===== src/rtl/cfg_mgmt_seq_pkg.sv =====
// cfg_mgmt_seq_pkg: shared types and constants for the cfg_mgmt request sequencer
package cfg_mgmt_seq_pkg;
  localparam int CFG_ADDR_W = 10;
  localparam int CFG_DATA_W = 32;
  localparam logic [CFG_DATA_W-1:0] CFG_TIMEOUT_DATA = 32'hFFFF_FFFF;
  typedef enum logic [1:0] {IDLE, ISSUE, RESP, GAP} state_t;
  typedef struct packed {
    logic                  write;
    logic                  type1;
    logic [3:0]            be;
    logic [CFG_ADDR_W-1:0] addr;
    logic [CFG_DATA_W-1:0] data;
  } cfg_req_t;
endpackage


===== src/rtl/cfg_mgmt_req_fifo.sv =====
// cfg_mgmt_req_fifo: synchronous request queue with full/empty flags
module cfg_mgmt_req_fifo
  import cfg_mgmt_seq_pkg::*;
#(
  parameter int DEPTH = 4
) (
  input  logic     clk_i,
  input  logic     rst_i,
  input  logic     push_i,
  input  cfg_req_t data_i,
  input  logic     pop_i,
  output cfg_req_t data_o,
  output logic     full_o,
  output logic     empty_o
);
  localparam int AW = $clog2(DEPTH);
  cfg_req_t mem_q [DEPTH];
  logic [AW:0] wr_q, rd_q;
  always_ff @(posedge clk_i or posedge rst_i) begin
    if (rst_i) begin
      wr_q <= '0;
      rd_q <= '0;
    end else begin
      if (push_i && !full_o) wr_q <= wr_q + (AW+1)'(1);
      if (pop_i && !empty_o) rd_q <= rd_q + (AW+1)'(1);
    end
  end
  always_ff @(posedge clk_i) begin
    if (push_i && !full_o) mem_q[wr_q[AW-1:0]] <= data_i;
  end
  // Extra pointer bit distinguishes full from empty when the indices match.
  assign full_o  = (wr_q[AW] != rd_q[AW]) && (wr_q[AW-1:0] == rd_q[AW-1:0]);
  assign empty_o = wr_q == rd_q;
  assign data_o  = mem_q[rd_q[AW-1:0]];
endmodule


===== src/rtl/cfg_mgmt_req_sequencer.sv =====
// cfg_mgmt_req_sequencer: queues user config requests and issues them one at a time
// on the PCIe core cfg_mgmt port, returning one response per request.
module cfg_mgmt_req_sequencer
  import cfg_mgmt_seq_pkg::*;
#(
  parameter int ADDR_W         = CFG_ADDR_W,
  parameter int DATA_W         = CFG_DATA_W,
  parameter int FIFO_DEPTH     = 4,
  parameter int TIMEOUT_CYCLES = 1024
) (
  input  logic              user_clk,
  input  logic              user_reset,
  input  logic              req_valid,
  output logic              req_ready,
  input  logic              req_write,
  input  logic [ADDR_W-1:0] req_addr,
  input  logic [DATA_W-1:0] req_data,
  input  logic [3:0]        req_be,
  input  logic              req_type1,
  output logic              rsp_valid,
  input  logic              rsp_ready,
  output logic [DATA_W-1:0] rsp_data,
  output logic              rsp_write,
  output logic              rsp_timeout,
  output logic              busy,
  output logic [ADDR_W-1:0] cfg_mgmt_addr,
  output logic              cfg_mgmt_write,
  output logic              cfg_mgmt_read,
  output logic [DATA_W-1:0] cfg_mgmt_write_data,
  output logic [3:0]        cfg_mgmt_byte_enable,
  output logic              cfg_mgmt_type1_cfg_reg_access,
  input  logic [DATA_W-1:0] cfg_mgmt_read_data,
  input  logic              cfg_mgmt_read_write_done
);
  localparam int TW = $clog2(TIMEOUT_CYCLES + 1);
  state_t      state_q, state_d;
  logic [TW-1:0] timer_q, timer_d;
  cfg_req_t    cur_q, cur_d, req_in, fifo_out;
  logic        rsp_valid_q, rsp_valid_d, rsp_write_q, rsp_write_d, rsp_timeout_q, rsp_timeout_d;
  logic [DATA_W-1:0] rsp_data_q, rsp_data_d;
  logic        fifo_full, fifo_empty, pop, issue, done;
  assign req_in = '{write: req_write, type1: req_type1, be: req_be, addr: req_addr, data: req_data};
  cfg_mgmt_req_fifo #(.DEPTH(FIFO_DEPTH)) u_fifo (
    .clk_i   (user_clk),
    .rst_i   (user_reset),
    .push_i  (req_valid && req_ready),
    .data_i  (req_in),
    .pop_i   (pop),
    .data_o  (fifo_out),
    .full_o  (fifo_full),
    .empty_o (fifo_empty)
  );
  assign issue = state_q == ISSUE;
  assign done  = cfg_mgmt_read_write_done;
  assign pop   = (state_q == IDLE) && !fifo_empty;
  always_comb begin
    state_d       = state_q;
    timer_d       = timer_q;
    cur_d         = cur_q;
    rsp_valid_d   = rsp_valid_q;
    rsp_data_d    = rsp_data_q;
    rsp_write_d   = rsp_write_q;
    rsp_timeout_d = rsp_timeout_q;
    case (state_q)
      IDLE: if (pop) begin
        state_d = ISSUE;
        timer_d = '0;
        cur_d   = fifo_out;
        cur_d.be   = fifo_out.write ? fifo_out.be : 4'h0;
        cur_d.data = fifo_out.write ? fifo_out.data : '0;
      end
      ISSUE: begin
        timer_d = timer_q + TW'(1);
        // Done takes priority over a timeout expiring in the same cycle.
        if (done || timer_q == TW'(TIMEOUT_CYCLES - 1)) begin
          state_d       = RESP;
          rsp_valid_d   = 1'b1;
          rsp_write_d   = cur_q.write;
          rsp_timeout_d = !done;
          rsp_data_d    = !done ? CFG_TIMEOUT_DATA : cur_q.write ? '0 : cfg_mgmt_read_data;
        end
      end
      RESP: if (rsp_ready) begin
        state_d     = GAP;
        rsp_valid_d = 1'b0;
      end
      default: state_d = IDLE;
    endcase
  end
  always_ff @(posedge user_clk or posedge user_reset) begin
    if (user_reset) begin
      state_q       <= IDLE;
      timer_q       <= '0;
      cur_q         <= '0;
      rsp_valid_q   <= 1'b0;
      rsp_data_q    <= '0;
      rsp_write_q   <= 1'b0;
      rsp_timeout_q <= 1'b0;
    end else begin
      state_q       <= state_d;
      timer_q       <= timer_d;
      cur_q         <= cur_d;
      rsp_valid_q   <= rsp_valid_d;
      rsp_data_q    <= rsp_data_d;
      rsp_write_q   <= rsp_write_d;
      rsp_timeout_q <= rsp_timeout_d;
    end
  end
  // Strobes and access fields are gated by ISSUE so they drop with the state register.
  assign cfg_mgmt_write                = issue && cur_q.write;
  assign cfg_mgmt_read                 = issue && !cur_q.write;
  assign cfg_mgmt_addr                 = issue ? cur_q.addr : '0;
  assign cfg_mgmt_write_data           = issue ? cur_q.data : '0;
  assign cfg_mgmt_byte_enable          = issue ? cur_q.be : 4'h0;
  assign cfg_mgmt_type1_cfg_reg_access = issue && cur_q.type1;
  assign req_ready   = !fifo_full;
  assign busy        = !fifo_empty || (state_q != IDLE);
  assign rsp_valid   = rsp_valid_q;
  assign rsp_data    = rsp_data_q;
  assign rsp_write   = rsp_write_q;
  assign rsp_timeout = rsp_timeout_q;
endmodule


===== config.mk =====
export PLATFORM = sky130hd
export DESIGN_NAME = cfg_mgmt_req_sequencer
export DESIGN_NICKNAME = d
export VERILOG_FILES = /design/src/rtl/cfg_mgmt_seq_pkg.sv /design/src/rtl/cfg_mgmt_req_fifo.sv /design/src/rtl/cfg_mgmt_req_sequencer.sv
export SDC_FILE = /design/constraint.sdc
export NUM_CORES = 1
export LEC_CHECK = 0
export CAP_MARGIN = 5
export CORE_UTILIZATION = 38
export DETAILED_ROUTE_END_ITERATION = 10
export GPL_ROUTABILITY_DRIVEN = 1
export PLACE_DENSITY = 0.7
export SLEW_MARGIN = 20
export SYNTH_ARGS = -nofsm -noshare
export SYNTH_HDL_FRONTEND = slang
export SYNTH_HIERARCHICAL = 1
export SYNTH_SLANG_ARGS = --single-unit

===== constraint.sdc =====
create_clock -name user_clk -period 3.6 [get_ports user_clk]
set_clock_uncertainty 0.05 [all_clocks]
set_input_delay 0.72 -clock user_clk [delete_from_list [all_inputs] [get_ports user_clk]]
set_output_delay 0.72 -clock user_clk [all_outputs]
set_load 0.02 [all_outputs]

* Word level (Yosys, flattened, before mapping)
Memory sizes are Yosys's and may differ from the RTL's. Cells that the tools add are included.
Storage, ports and cells: register bits after elaboration 102, bits in writable memories 192, input port bits 85, output and inout port bits 86, word-level logic and storage cells 67, memories 1
Operators by class: $add $sub $neg 3, eq/ne operators 9, muxes and demuxes 18, reduce and logical (&&, ||, !) cells 23
Memories:
- u_fifo.mem_q | depth 4, bits a word 48, rd ports 1, clocked after Yosys merged registers in 0, wr ports 1, line cfg_mgmt_req_fifo.sv:17 | cfg_req_t mem_q [DEPTH];
Operators with widths (count):
- two-way mux 32 bit | 4
- one-hot mux 11 bit (2 select lines) | 1
- adder 11 x 1 -> 11 bit (second input constant) | 1
- equality test 11 x 10 -> 1 bit (second input constant) | 1
- two-way mux 11 bit | 1
- two-way mux 10 bit | 1
- logical AND 1 bit | 8
- two-way mux 4 bit | 2
- adder 3 x 1 -> 3 bit (second input constant) | 2
- two-way mux 2 bit | 3
- one-hot mux 2 bit (3 select lines) | 1
- AND reduction 2 bit | 3
- AND reduction 3 bit | 2
- nonzero test 2 bit | 3
- logical NOT 1 bit | 4
- two-way mux 1 bit | 4
- inequality test 2 x 1 -> 1 bit (second input constant) | 2
- equality test 3 bit | 1
- equality test 2 x 1 -> 1 bit (second input constant) | 1
- equality test 2 bit | 1
- equality test 2 bit (second input constant) | 1
- logical NOT 2 bit | 1
- logical OR 1 bit | 2
- inequality test 2 bit (second input constant) | 1
- 2 further kinds | 2

* Longest topological paths before layout
Gate-level depths: netlist of the first run.
depth in word-level cells 7, mapped depth 12, mapped depth without buffers 7

* By module
Netlist of the first run, hierarchy kept.
Modules (own cells, without submodules):
- cfg_mgmt_req_fifo | times used 1, cells an instance 301, area an instance 7394.6 µm², seq. area each 5915.7 µm²
- cfg_mgmt_req_sequencer | times used 1, cells an instance 464, area an instance 4689.5 µm², seq. area each 2402.3 µm²

* Least setup slack after synthesis of the first run
No wires, ideal clock.
path type flip-flop to flip-flop, start point reg u_fifo.rd_q[0], end point mem u_fifo/mem_q[3][0] in the netlist's numbering (enable), library setup time 429 ps, arrival 2781 ps, data required time 3121 ps, slack 340 ps, stages on the path, launching flop included 8, buffers on the path 1, clock period less this slack 3260 ps, path through dfrtp_1 -> buf_6 -> xnor2_1 -> nand3_1 -> inv_1 -> nor2b_1 -> nand2_1 -> a31oi_2
On the way: cells in the longest elaborated chain, start to end 7
Ends and longest elaborated chain:
- start: declaration | line cfg_mgmt_req_fifo.sv:18 | logic [AW:0] wr_q, rd_q;
- start signal: assignment | line cfg_mgmt_req_fifo.sv:25 | if (pop_i && !empty_o) rd_q <= rd_q + (AW+1)'(1);
- equality test 2 bit * | line cfg_mgmt_req_fifo.sv:32 | assign full_o = (wr_q[AW] != rd_q[AW]) && (wr_q[AW-1:0] == rd_q[AW-1:0]);
- logical AND 1 bit * | line cfg_mgmt_req_fifo.sv:32
- net fifo_full | line cfg_mgmt_req_sequencer.sv:41 | logic fifo_full, fifo_empty, pop, issue, done;
- logical NOT 1 bit * | line cfg_mgmt_req_fifo.sv:29, cfg_mgmt_req_sequencer.sv:116
- logical AND 1 bit | line cfg_mgmt_req_sequencer.sv:46 | .push_i (req_valid && req_ready),
- logical AND 1 bit * | line cfg_mgmt_req_fifo.sv:29 | if (push_i && !full_o) mem_q[wr_q[AW-1:0]] <= data_i;
- two-way mux 1 bit * | line cfg_mgmt_req_fifo.sv:29
- two-way mux 1 bit (implied by the code) * | line cfg_mgmt_req_fifo.sv:29
- end: declaration | line cfg_mgmt_req_fifo.sv:17
The timed path passes the listed nets; every way through them passes the cells marked *.

* Worst setup path after layout of the first run
start point reg state_q[1], end point out cfg_mgmt_write_data[3]
On the way: cells in the longest elaborated chain, start to end 2
Ends and longest elaborated chain:
- start: declaration | line cfg_mgmt_req_sequencer.sv:36 | state_t state_q, state_d;
- start signal: assignment | line cfg_mgmt_req_sequencer.sv:100 | state_q <= state_d;
- equality test 2 x 1 -> 1 bit | line cfg_mgmt_req_sequencer.sv:53 | assign issue = state_q == ISSUE;
- two-way mux 32 bit | line cfg_mgmt_req_sequencer.sv:113 | assign cfg_mgmt_write_data = issue ? cur_q.data : '0;
- end: declaration | line cfg_mgmt_req_sequencer.sv:29 | output logic [DATA_W-1:0] cfg_mgmt_write_data,
Every way passes these cells.

==> flow_metrics.py, run 1 <==
metrics = {
    "place": {
        "placed_cell_area_um2": 14200,
        "port_buffers": 170,
        "gp_congestion": 0.742,
        "dp_hpwl_um": 15400,
    },
    "timing": {
        "finalCriticalPeriod_ns": 3.43,
        "report.final.hold_viol_count": 0,
        "finalMaxSlewViolations": 0,
        "setup_tns_ns": 0,
        "setup_violations": 0,
        "grt_setup_unrepaired": "no",
        "relSlewSlack": 0.403,
        "post-route-period-util": 0.952,
        "max_freq_mhz": 292,
        "worst_pin_slew_ns": 0.895,
    },
    "synth": {
        "avgSynthCellArea_um2": 15.8,
        "synth_xor_area_frac": 0.0115,
        "synth-adder-area-share": 0.0104,
        "synth.distinct_cells": 45,
        "synth_compound_area_frac": 0.0601,
        "ys_warn_count": 6,
        "synth_seq_cells": 294,
        "synth_ff_type": "edfxtp_1",
        "synthMuxAreaShare": 0.0925,
        "syn_inst": 765,
        "yosys.area_share.simple": 0.112,
        "synth_nets": 860,
        "synth_edf_count": 192,
        "synth_area_um2": 12100,
        "ys_async_sr_fraction": 0.347,
        "ys_seq_area_frac": 0.688,
        "synth_top_family_by_area": "simple AND/OR/NAND/NOR gates",
    },
    "cts": {
        "clkLatencyLatePin_ns": 0.57,
        "cts_root_buffer": "clkbuf_16",
        "htreeDepth": 1,
        "cts_buffer_depth": 3,
        "cts_sinks": 294,
        "cts_hold_buf": 0,
        "tritoncts": "built",
        "numCtsBuffers": 31,
        "post-cts-setup-buffer-count": 0,
        "ctsResizeCount": 0,
        "clk_pin_slew_ns": 0.06,
    },
    "critical_path": {
        "cp_slowest_stage_delay_ns": 0.60,
        "path_cells": "inv_1, ha_2, buf_4, and2_1, clkdlybuf4s50_1",
        "worst-setup-path-type": "reg -> out",
        "critPathLaunchType": "flip-flop",
        "cp.required_ns": 2.83,
        "crit_arrival_ns": 2.66,
        "crit_path_max_fanout": 28,
        "setup.worst_path.end_class": "output pin",
        "cp_slowest_cell": "clkdlybuf4s50_1",
    },
    "global_route": {
        "grt_pass1_vias": 7238,
        "antenna_found_initial": 1,
        "gr-usage-all-layers": 0.162,
        "grt_max_degree": 53,
        "grt_pass1_wl_um": 41400,
        "overflow": 0,
    },
    "die": {
        "die_area_um2": 32500,
        "fp-row-count": 64,
        "die_y_um": 180,
        "io_pins": 171,
        "initial_core_util": 0.391,
        "die_w_um": 180,
        "coreArea_um2": 30900,
    },
    "layout": {
        "area_growth_pct": 26.5,
        "finalInstanceArea_um2": 15300,
        "drive_above_1_share": 0.168,
        "nFillCells": 2611,
        "nets": 1033,
    },
    "route": {
        "vias": 6843,
        "ant_nets": 0,
        "viasPerCell": 5.03,
        "drc": 0,
        "routed_wl_um": 25600,
        "firstDrtPassIters": 4,
        "avgRoutedWirePerCell_um": 18.8,
        "drtIter0Drc": 449,
    },
    "worst_hold_path": {
        "hold_path_class": "reg -> reg",
    },
    "status": {
        "outcome": "complete, no violations",
    },
    "run": {
        "drv_cap": 0,
    },
    "power": {
        "ir_drop_v": 0.000397,
        "leakagePower_uw": 0.00568,
        "p_per_area_nw_per_um2": 853,
    },
}
power by group:
part	internal [uW]	total (uW)	switching (uW)	leakage, uW
clock network	1940	3250	1320	0.000512
logic	2110	4710	2590	0.00214
registers	4650	5080	424	0.00302
area by class of cell:
cell class / count / area, um2 / area share
Sequential cell: 294 / 8320 / 0.544
Multi-Input combinational cell: 412 / 3480 / 0.228
Tap cell: 396 / 495 / 0.0324
Timing Repair Buffer: 185 / 1880 / 0.123
Antenna cell: 2 / 5.00 / 0.000327
Inverter: 14 / 55.1 / 0.00360
Clock buffer: 32 / 779 / 0.0510
Clock inverter: 26 / 274 / 0.0179
sequential cells by signal, indices dropped and copies added (netlist names):
name and count:
rsp_valid 1, u_fifo/rd_q 3, rsp_data 32, rsp_timeout 1, state_q 2, timer_q 11, cur_q 48, u_fifo/wr_q 3
u_fifo/mem_q 192, rsp_write 1
routing by layer:
layer,vias to the layer above,share of wire,global-route usage
li1,3158,-,-
met1,3432,0.44,0.218
met2,217,0.47,0.268
met3,36,0.071,0.0366
met4,0,0.017,0.0338
met5,-,0,0
synth_stat cells (all sizes together) (2+ instances only):
master	instances	area, um2
o21ai	3	15.0
nand3	46	235
a21oi	8	40.0
nand2	118	443
a31oi	2	18.8
ha	10	125
mux2	2	26.3
and3	3	18.8
a21o	2	15.0
inv	14	52.6
a2bb2oi	32	468
nor2b	2	12.5
nor2	11	41.3
a2111oi	2	30.0
edfxtp	192	5770
xor2	4	42.6
a211oi	6	45.0
clkbuf	22	82.6
o31ai	4	30.0
nand2b	37	231
dfrtp	102	2550
and2	50	313
xnor2	11	96.3
mux4	48	1080
buf	23	173
per-stage QoR:
| step | setup WS (ns) | power, uW | util | std cells | hold slack [ns] |
|---|---|---|---|---|---|
| after detailed placement | 0.751 | 9960 | 0.460 | 1301 | 0.399 |
| after floorplan | 0.325 | 8260 | - | 765 | 0.380 |
| after CTS | 0.138 | 13300 | 0.494 | 1359 | 0.412 |
| final | 0.173 | 13000 | 0.495 | 1361 | 0.407 |
| after global routing | 0.0117 | 13800 | 0.494 | 1359 | 0.438 |
| after global placement | 0.833 | 9840 | 0.460 | 1301 | 0.397 |
critical path: cells and delay by family (launching register included):
family        cells  cell delay, ns
buf+inv           3            1.08
fa+ha+maj         1            0.40
flops             1            0.41
simple gates      1            0.20
final timing paths:
| check | from | endpoint | slack (ns) | cells past startpoint |
|---|---|---|---|---|
| setup / recovery | state_q[1]$_DFFE_PP0P_ | cfg_mgmt_write_data[3] | 0.17 | 5 |
| setup reg to reg | state_q[1]$_DFFE_PP0P_ | timer_q[5]$_DFFE_PP0P_ | 0.88 | 7 |
| max in group asynchronous | user_reset | rsp_data[6]$_DFFE_PP0P_ | 2.14 | 3 |
| hold / removal | cur_q[5]$_DFFE_PP0P_ | cur_q[5]$_DFFE_PP0P_ | 0.41 | 2 |
| hold reg to reg | cur_q[5]$_DFFE_PP0P_ | cur_q[5]$_DFFE_PP0P_ | 0.41 | 2 |
| min in group asynchronous | user_reset | u_fifo/wr_q[2]$_DFFE_PP0P_ | 0.43 | 2 |
kinds of logic after synthesis:
kind of cell    Yosys count
fa+ha+maj                10
xor+xnor                 15
buf+inv                  59
compound gates           65
simple gates            271
mux                      51
flops                   294
layout by cell type (no fill, tap or decap), types with 30 or more instances in the layout:
master / synthesis / layout
dfrtp_1: 102 / 100
nand3_1: 45 / 45
nand2_1: 118 / 118
and2_1: 50 / 50
clkdlybuf4s50_1: 0 / 170
clkbuf_16: 0 / 31
a2bb2oi_2: 30 / 30
edfxtp_1: 192 / 192
mux4_2: 48 / 48
nand2b_1: 37 / 36
Power figures use the tool's default switching activity.
==> run 2, diff against run 1 <==
--- a/config.mk
+++ b/config.mk
@@ -8,9 +8,9 @@
 export CAP_MARGIN = 5
 export CORE_UTILIZATION = 38
 export DETAILED_ROUTE_END_ITERATION = 10
+export DONT_BUFFER_PORTS = 1
 export GPL_ROUTABILITY_DRIVEN = 1
-export PLACE_DENSITY = 0.7
-export SLEW_MARGIN = 20
+export PLACE_DENSITY = 0.63
 export SYNTH_ARGS = -nofsm -noshare
 export SYNTH_HDL_FRONTEND = slang
 export SYNTH_HIERARCHICAL = 1
==> run 2 against run 1 <==
Against the previous run:
- maximum frequency increased by 14%
- cell count fell by 13%
- critical path type unchanged
- first-iteration DRC count is 37% lower
- hold slack got worse by 0.35 ns
- register-to-register slack better by 0.09 ns
- die area did not move
- design area is 11% lower
- via count shrank 9.9%
- combinational power down 23%
==> flow_metrics.py, run 2 (synthesis results as in run 1) <==
metrics = {
    "cts": {
        "htreeDepth": 1,
        "ctsResizeCount": 0,
        "cts_sinks": 294,
        "cts_root_buffer": "clkbuf_16",
        "clkLatencyLatePin_ns": 0.57,
        "tritoncts": "built",
        "cts_buffer_depth": 3,
        "clk_pin_slew_ns": 0.06,
        "numCtsBuffers": 31,
    },
    "die": {
        "coreArea_um2": 30900,
        "io_pins": 171,
        "fp-row-count": 64,
        "initial_core_util": 0.391,
        "die_w_um": 180,
        "die_y_um": 180,
        "die_area_um2": 32500,
    },
    "global_route": {
        "grt_pass1_vias": 6524,
        "overflow": 0,
        "grt_max_degree": 53,
        "gr-usage-all-layers": 0.153,
        "antenna_found_initial": 0,
        "grt_pass1_wl_um": 38800,
    },
    "timing": {
        "worst_pin_slew_ns": 0.961,
        "relSlewSlack": 0.359,
        "report.final.hold_viol_count": 0,
        "finalCriticalPeriod_ns": 3.01,
        "post-route-period-util": 0.835,
        "finalMaxSlewViolations": 0,
        "setup_violations": 0,
        "setup_tns_ns": 0,
        "grt_setup_unrepaired": "no",
        "fin_ws_ns": 0.594,
        "max_freq_mhz": 333,
        "hold_slack_ns": 0.0532,
    },
    "place": {
        "port_buffers": 0,
        "dp_hpwl_um": 14500,
        "gp_congestion": 0.749,
        "preCtsSetupSlack_ns": 0.961,
    },
    "power": {
        "power_frac_seq": 0.439,
        "ir_drop_v": 0.000513,
        "combinationalPowerShare": 0.297,
        "p_sw_uw": 4190,
        "total_power_uw": 12300,
        "clkPwrFrac": 0.264,
        "swShare": 0.341,
        "p_int_uw": 8100,
        "p_per_area_nw_per_um2": 905,
        "leakagePower_uw": 0.00503,
    },
    "route": {
        "routed_wl_um": 24500,
        "avgRoutedWirePerCell_um": 20.6,
        "drc": 0,
        "drtIter0Drc": 283,
        "firstDrtPassIters": 4,
        "ant_nets": 0,
        "viasPerCell": 5.19,
        "vias": 6167,
    },
    "status": {
        "outcome": "complete, no violations",
    },
    "critical_path": {
        "crit_arrival_ns": 2.24,
        "cp.required_ns": 2.83,
        "crit_path_max_fanout": 37,
        "worst-setup-path-type": "reg -> out",
        "critPathLaunchType": "flip-flop",
        "setup.worst_path.end_class": "output pin",
    },
    "layout": {
        "nets": 862,
        "final_cell_mix": "192 x edfxtp_1, 118 x nand2_1, 100 x dfrtp_1",
        "drive_above_1_share": 0.203,
        "post-route-util": 0.440,
        "antenna-diode-count": 0,
        "largest_reg_flops": 192,
        "final_common_cell": "edfxtp_1",
        "area_growth_pct": 12.4,
    },
    "worst_hold_path": {
        "hold_path_class": "in -> async",
    },
    "run": {
        "drv_cap": 0,
    },
}
==> run 2: cell types whose count changed in the layout (fill, tap and decap cells not counted), moves of 2 or more <==
cell             previous run  this run
buf_4                      10         7
clkbuf_1                    1         7
clkbuf_8                    0         3
clkdlybuf4s50_1           170         0
clkinv_1                   10         4
diode_2                     2         0
==> run 2: worst max-delay path: stages, from the launching register on <==
cell	delay, ns
dfrtp_1	0.41
inv_1	0.11
ha_2	0.51
buf_12	0.26
and2_1	0.37
==> run 2: metal layers <==
metal | vias up | share of wire | track usage
met5 | - | 0 | 0
met4 | 0 | 0.022 | 0.0373
met3 | 41 | 0.092 | 0.0620
met2 | 185 | 0.47 | 0.253
met1 | 3139 | 0.41 | 0.187
li1 | 2802 | - | -
==> run 2: power by group through the flow <==
| stage | Sequential (uW) | Clock [uW] | Combinational [uW] |
|---|---|---|---|
| final | 5390 | 3250 | 3650 |
| after global routing | 5510 | 3470 | 4020 |
| after CTS | 5410 | 3340 | 3740 |
| after detailed placement | 5470 | 0 | 3740 |
| after global placement | 5430 | 0 | 3700 |
| after floorplan | 5290 | 0 | 2970 |
==> run 2: final timing paths <==
check,startpoint,endpoint,slack [ns],cells past startpoint
max,state_q[1]$_DFFE_PP0P_,cfg_mgmt_write_data[28],0.59,4
min,user_reset,cur_q[34]$_DFFE_PP0P_,0.05,1
max reg2reg,u_fifo/rd_q[2]$_DFFE_PP0P_,cur_q[20]$_DFFE_PP0P_,0.97,7
min reg2reg,cur_q[28]$_DFFE_PP0P_,cur_q[28]$_DFFE_PP0P_,0.40,2
max in group asynchronous,user_reset,cur_q[21]$_DFFE_PP0P_,2.71,2
min in group user_clk,req_addr[2],u_fifo/mem_q[0][34]$_DFFE_PP_,0.19,0
==> run 2: per-stage QoR <==
step / area, um2 / std cells
CTS: 13600 / 1188
detailed placement: 12500 / 1129
global placement: 12500 / 1129
floorplan: 12100 / 765
global route: 13600 / 1188
finish: 13600 / 1188
==> run 2: final cells by class <==
cell class	instances	area [um2]
multi-input combinational	412	3480
inverter	14	55.1
clock buffer	41	843
clock inverter	17	209
tap	396	495
sequential	294	8320
timing repair buffer	14	183
fill	2723	17300
==> run 2: what timing repair did <==
| item | CTS | global route |
|---|---|---|
| hold endpoints to repair | 6 | 0 |
| hold buffers | 1 | 0 |
| setup buffers | 0 | 0 |
